$ cat config.mk
export PLATFORM = sky130hd
export DESIGN_NAME = dbg_run_ctrl
export DESIGN_NICKNAME = d
export VERILOG_FILES = /design/src/rtl/dbg_run_ctrl.sv
export SDC_FILE = /design/constraint.sdc
export NUM_CORES = 1
export LEC_CHECK = 0
export CAP_MARGIN = 0
export CORE_AREA = 2 2 60 62
export DETAILED_ROUTE_END_ITERATION = 8
export DIE_AREA = 0 0 62 64
export GPL_TIMING_DRIVEN = 0
export HOLD_SLACK_MARGIN = 0.02
export PLACE_DENSITY = 0.83
export SETUP_SLACK_MARGIN = 0.15
export SYNTH_ARGS = -nofsm -noshare
export SYNTH_HDL_FRONTEND = slang
export SYNTH_SLANG_ARGS = --single-unit
$ cat constraint.sdc
create_clock -name sysclk -period 4.4 [get_ports sysclk]
set_input_delay 0.66 -clock sysclk [delete_from_list [all_inputs] [get_ports sysclk]]
set_output_delay 0.66 -clock sysclk [all_outputs]
set_load 0.01 [all_outputs]
$ cat src/rtl/dbg_run_ctrl.sv
// dbg_run_ctrl: debug run/halt/step/core-reset controller for the core clock.
// Ports: sysclk, sys_reset (sync, active-high); cmd_valid/cmd/step_count in;
//   pc/bp_addr/bp_en breakpoint inputs; cmd_ready, core_clk_en, dm_reset,
//   halted, step_done, bp_hit out. Optional breakpoint: DBG_BREAKPOINT_EN.
module dbg_run_ctrl #(
   parameter int RESET_CYCLES = 4,
   parameter int STEP_W       = 8
) (
   input  logic              sysclk,
   input  logic              sys_reset,
   input  logic              cmd_valid,
   input  logic [1:0]        cmd,
   input  logic [STEP_W-1:0] step_count,
   input  logic [31:0]       pc,
   input  logic [31:0]       bp_addr,
   input  logic              bp_en,
   output logic              cmd_ready,
   output logic              core_clk_en,
   output logic              dm_reset,
   output logic              halted,
   output logic              step_done,
   output logic              bp_hit
);

   typedef enum logic [1:0] {
      S_RUN  = 2'b00,
      S_HALT = 2'b01,
      S_STEP = 2'b10,
      S_CRST = 2'b11
   } state_t;

   localparam logic [1:0] CMD_RUN  = 2'b00;
   localparam logic [1:0] CMD_HALT = 2'b01;
   localparam logic [1:0] CMD_STEP = 2'b10;
   localparam logic [1:0] CMD_CRST = 2'b11;

   state_t            state;
   state_t            nxt;
   logic [STEP_W-1:0] step_cnt;
   logic [7:0]        rst_cnt;
   logic              clk_en_q;
   logic              accept;
   logic              bp_stop;
   logic              zero_step;

   assign cmd_ready = (state == S_RUN) || (state == S_HALT);
   assign accept    = cmd_valid && cmd_ready;
   assign zero_step = accept && (cmd == CMD_STEP) && (step_count == '0);

`ifdef DBG_BREAKPOINT_EN
   // A match only stops a free-running core; a same-cycle command wins
   // and reset overrides everything.
   assign bp_stop = (state == S_RUN) && bp_en && (pc == bp_addr)
                    && !cmd_valid && !sys_reset;
   logic bp_hit_q;
   assign bp_hit = bp_hit_q;
`else
   logic unused_bp;
   assign unused_bp = ^{pc, bp_addr, bp_en};
   assign bp_stop   = 1'b0;
   assign bp_hit    = 1'b0;
`endif

   // Breakpoint gating must act in the matching cycle, so it bypasses
   // the registered enable.
   assign core_clk_en = clk_en_q && !bp_stop;

   always_comb begin
      nxt = state;
      unique case (state)
         S_RUN, S_HALT: begin
            if (accept) begin
               unique case (cmd)
                  CMD_RUN:  nxt = S_RUN;
                  CMD_HALT: nxt = S_HALT;
                  CMD_STEP: nxt = zero_step ? S_HALT : S_STEP;
                  CMD_CRST: nxt = S_CRST;
               endcase
            end else if (bp_stop) begin
               nxt = S_HALT;
            end
         end
         S_STEP: if (step_cnt <= STEP_W'(1)) nxt = S_HALT;
         S_CRST: if (rst_cnt <= 8'd1) nxt = S_HALT;
      endcase
   end

   always_ff @(posedge sysclk) begin
      if (sys_reset) begin
         state     <= S_RUN;
         clk_en_q  <= 1'b1;
         dm_reset  <= 1'b0;
         halted    <= 1'b0;
         step_done <= 1'b0;
         step_cnt  <= '0;
         rst_cnt   <= '0;
`ifdef DBG_BREAKPOINT_EN
         bp_hit_q  <= 1'b0;
`endif
      end else begin
         state     <= nxt;
         clk_en_q  <= (nxt != S_HALT);
         dm_reset  <= (nxt == S_CRST);
         halted    <= (nxt == S_HALT);
         step_done <= (nxt == S_HALT) && ((state == S_STEP) || zero_step);
`ifdef DBG_BREAKPOINT_EN
         bp_hit_q  <= bp_stop;
`endif
         // Counters saturate at zero; each entry reloads them.
         if (accept && (cmd == CMD_STEP))
            step_cnt <= step_count;
         else if ((state == S_STEP) && (step_cnt != '0))
            step_cnt <= step_cnt - STEP_W'(1);

         if (accept && (cmd == CMD_CRST))
            rst_cnt <= 8'(RESET_CYCLES);
         else if ((state == S_CRST) && (rst_cnt != 8'd0))
            rst_cnt <= rst_cnt - 8'd1;
      end
   end

endmodule
-- Word-level counts from Yosys, hierarchy flattened
Cells that the tools add are included.
- input port bits: 78
- word-level logic and storage cells: 49
- output and inout bits: 6
- register bits after elaboration: 22
- magnitude comparators: 2
- reductions and logical operators: 18
- multiplexer cells: 10
- add/subtract/negate cells: 2
- eq/ne operators: 9
- operators by type and width (operator ; count):
    8-bit by 1-bit <= comparator with 1-bit output, second input constant ; 2
    8-bit two-way mux ; 2
    8-bit nonzero test ; 2
    8-bit by 1-bit subtractor with 8-bit output, second input constant ; 2
    2-bit == test, second input constant ; 5
    8-bit logical NOT ; 1
    2-bit two-way mux ; 4
    2-bit case mux with 4 select lines ; 1
    1-bit logical AND ; 7
    2-bit by 1-bit == test with 1-bit output, second input constant ; 3
    3-bit two-way mux ; 2
    2-bit case mux with 3 select lines ; 1
    2-bit logical NOT ; 2
    2-bit nonzero test ; 2
    2-bit OR reduction ; 2
    1-bit logical OR ; 2
    2-bit by 1-bit != test with 1-bit output, second input constant ; 1

-- Longest topological paths before layout
- depth after elaboration: 11
- gate-level depth with buffers: 6
- mapped depth without buffers: 6

-- Worst setup path before layout
Ideal clock, no wire load.
- path kind: input to register
- start point: input port step_count[4]
- end point: register clk_en_q (netlist: core_clk_en)
- required time: 4.285 ns
- buffers on the path: 0
- setup slack: 2.081 ns
- data arrival time: 2.204 ns
- cell stages on the path: 4
- cell sequence: or4_4 -> or4_1 -> a311o_1 -> nand2b_4
- longest elaborated chain between the ends: 7
- RTL lines (element ; RTL line ; source):
    start, declared ; 13 ; input logic [STEP_W-1:0] step_count,
    8-bit logical NOT ; 48 ; assign zero_step = accept && (cmd == CMD_STEP) && (step_count == '0);
    1-bit logical AND ; 48 ;
    2-bit two-way mux ; 76 ; CMD_STEP: nxt = zero_step ? S_HALT : S_STEP;
    2-bit case mux with 4 select lines ; 73 ; unique case (cmd)
    2-bit two-way mux ; 72 ; if (accept) begin
    2-bit case mux with 3 select lines ; 70 ; unique case (state)
    2-bit by 1-bit != test with 1-bit output ; 102 ; clk_en_q <= (nxt != S_HALT);
    end signal, assigned ; 102 ;
    end, declared ; 41 ; logic clk_en_q;
No other way between the ends.
A chain may end at the register's enable or synchronous reset.

-- Worst setup path in the final report
- start point: input port step_count[5]
- end point: register clk_en_q (netlist: core_clk_en)
The elaborated chain is that of the path after synthesis.

==> metrics.cfg <==
[clocking]
ctsLongestPathBuffers=2
cts_tree=built
root_buffer=clkbuf_4
ctsHoldBuffers=0
cts_buffers=3
postCtsSetupBuffers=0
worstSkewPairLatency_ps=320
clk_pin_slew_worst_paths_ps=130
ctsResizeCount=0
clock_sink_count=22
h-tree-depth=1

[synth]
synth_top_area_share=0.3640
ys_warn_count=0
synth.top_cells.by_area=dfxtp_1, nor2_1, ha_1
async_reset_ff_frac=0
synthesis.nets=225
syn_area_mm2=0.001210
synth_seq_area_share=0.3640
yosysUniqueCellTypes=45
synth_cells=142
synth.avg_cell_area_um2=8.520
synth-seq-cells=22
yosysTopAreaCell=dfxtp_1
synthFlopType=dfxtp_1
synth-edff-count=0

[worst_setup_path]
cp-end-kind=flip-flop
crit_buf_inv=1
worst_ep_arrival_time_ps=2770
path_cells=clkdlybuf4s50_1, or4_4, or4_1, a311o_1, nand2b_4
critPathTopFamily=simple AND/OR/NAND/NOR gates
slowest_stage=or4_4
max_stage_delay_ps=550
crit_type=primary input to flip-flop
rrSetupSlack_ps=2510
cp-start-kind=primary input
worstPathMaxFanout=5
cp.required_ps=4640

[timing]
period_needed_ps=2528
period_share=0.5745
rsz0062_at_grt=no
relSlewSlack=0.5209
fin_skew_ps=6.610
tightest_slew_ps=708.7
slew_violations=0
final.setup.tns_ps=0
hold_viol=0
fmax_mhz=395.6
setup_viol=0

[detailed_routing]
vias=1092
drtAntennaViolNets=0
drt-vias-per-instance=5.225
drt-total-wl_mm=2.638
drcViolationCount=0
drt-initial-drc-count=72
post_drt_wl_per_cell_um=12.62
firstDrtPassIters=4

[cells_and_area]
drive_gt1_frac=0.06748
nNetsFinal=247
stdcell_area_mm2=0.001490
synthToLayoutAreaGrowth_pct=23.16
regArea_um2=440.4
final_util=0.4537
diodes=0
fillerInstances=315
multiInputGateArea_um2=728.2

[floorplan]
fp.dieW_um=62
rows=21
die_h_um=64
pin_count=84
die_area_mm2=0.003968
core_mm2=0.003284
start_util=0.3684

[pwr]
powerDensity_mw_per_mm2=329.9
leakagePower_nw=0.5285
irDropWorstVdd_uv=231.1

[place]
place_hpwl_mm=1.997
gp_congestion=0.8716
placedInstanceArea_mm2=0.001438
port_buffers=17

[status]
status=finished clean

[grt]
antenna_found_initial=0
grt_pass1_vias=999
grt_pass1_wl_mm=4.636
grt-ovfl-total=0
grt_max_degree=14
gr-usage-all-layers=0.1479

[job]
max_cap_viol_count=0

[hold_path]
hold_class=flip-flop to flip-flop

==> final cells by class <==
type / instances / area share
Timing Repair Buffer: 17 / 0.1142
Buffer: 3 / 0.01008
Multi-Input combinational cell: 110 / 0.4887
Clock buffer: 3 / 0.01511
Clock inverter: 1 / 0.02015
Sequential cell: 22 / 0.2955
Tap cell: 46 / 0.03862
Inverter: 7 / 0.01763
==> layout by cell type, fill, tap and decap left out, types with 2 or more instances in the layout <==
cell	n
nor3_1	10
or3_1	4
inv_1	6
mux2i_1	2
nand2_1	4
or4_1	4
xor2_1	2
clkbuf_1	2
nor2_1	18
a31oi_1	5
ha_1	5
and2_1	2
or2_2	2
nor2b_1	2
clkbuf_4	3
a21oi_1	7
nand2b_1	2
dfxtp_1	22
o21ai_1	2
clkdlybuf4s50_1	17
or3b_1	2
a211oi_1	8
nand3_1	3
xnor2_1	4
a311o_1	2
==> path summary, 6_finish.rpt <==
check,start,to,depth (start not counted)
setup / recovery,step_count[5],core_clk_en,5
hold / removal,rst_cnt[1],rst_cnt[1],2
setup reg to reg,step_cnt[0],step_cnt[7],5
hold reg to reg,rst_cnt[1],rst_cnt[1],2
==> synth_stat cells (2+ instances only) <==
library cell / number
a211oi_1: 8
a21oi_1: 7
a311o_1: 2
a31oi_1: 5
and2_1: 2
clkbuf_1: 2
dfxtp_1: 22
ha_1: 5
inv_1: 6
mux2i_1: 2
nand2_1: 4
nand2b_1: 2
nand3_1: 3
nor2_1: 18
nor2b_1: 2
nor3_1: 10
o21ai_1: 2
or2_2: 2
or3_1: 4
or3b_1: 2
or4_1: 4
xnor2_1: 4
xor2_1: 2
==> flip-flops by register name (all words and copies together), names as in the netlist <==
register	count
dm_reset	1
step_done	1
rst_cnt	8
step_cnt	8
halted	1
state	2
core_clk_en	1
==> stage by stage <==
| stage | power (mW) | hold slack [ps] | worst slack [ps] | instances |
|---|---|---|---|---|
| 2_1_floorplan | 0.2980 | 466.7 | 2081 | 142 |
| 3_5_place_dp | 0.3350 | 501.6 | 1534 | 205 |
| 6_report | 0.4916 | 523.2 | 1872 | 209 |
| 3_3_place_gp | 0.3311 | 493.8 | 1542 | 205 |
| 5_1_grt | 0.5206 | 540.9 | 1841 | 209 |
| 4_1_cts | 0.4956 | 520.1 | 1899 | 209 |
==> logic make-up after synthesis <==
| logic type | share of synthesized area |
|---|---|
| buf+inv | 0.03413 |
| fa+ha+maj | 0.05171 |
| mux | 0.01655 |
| compound gates | 0.1996 |
| xor+xnor | 0.04343 |
| simple gates | 0.2875 |
| flops | 0.3640 |
| other cells | 0.003099 |
==> power by group <==
group	internal [mW]	switching, mW	total, mW
clock network	0.0922	0.0676	0.160
registers	0.212	0.0154	0.228
logic	0.0505	0.0534	0.104
total	0.355	0.136	0.492
==> metal layers <==
metal,GRT usage,share of wire,vias to the layer above
met5,0,0,-
met4,0.02394,0.0045,0
met3,0.04453,0.056,2
met2,0.2135,0.45,31
met1,0.2181,0.49,491
li1,-,-,568
==> tightest hold or removal path: stages (launching register included) <==
cell and delay [ps]:
dfxtp_1 340, nor2_1 100, a211oi_1 50
No activity file was read; power rests on OpenSTA's default activity.
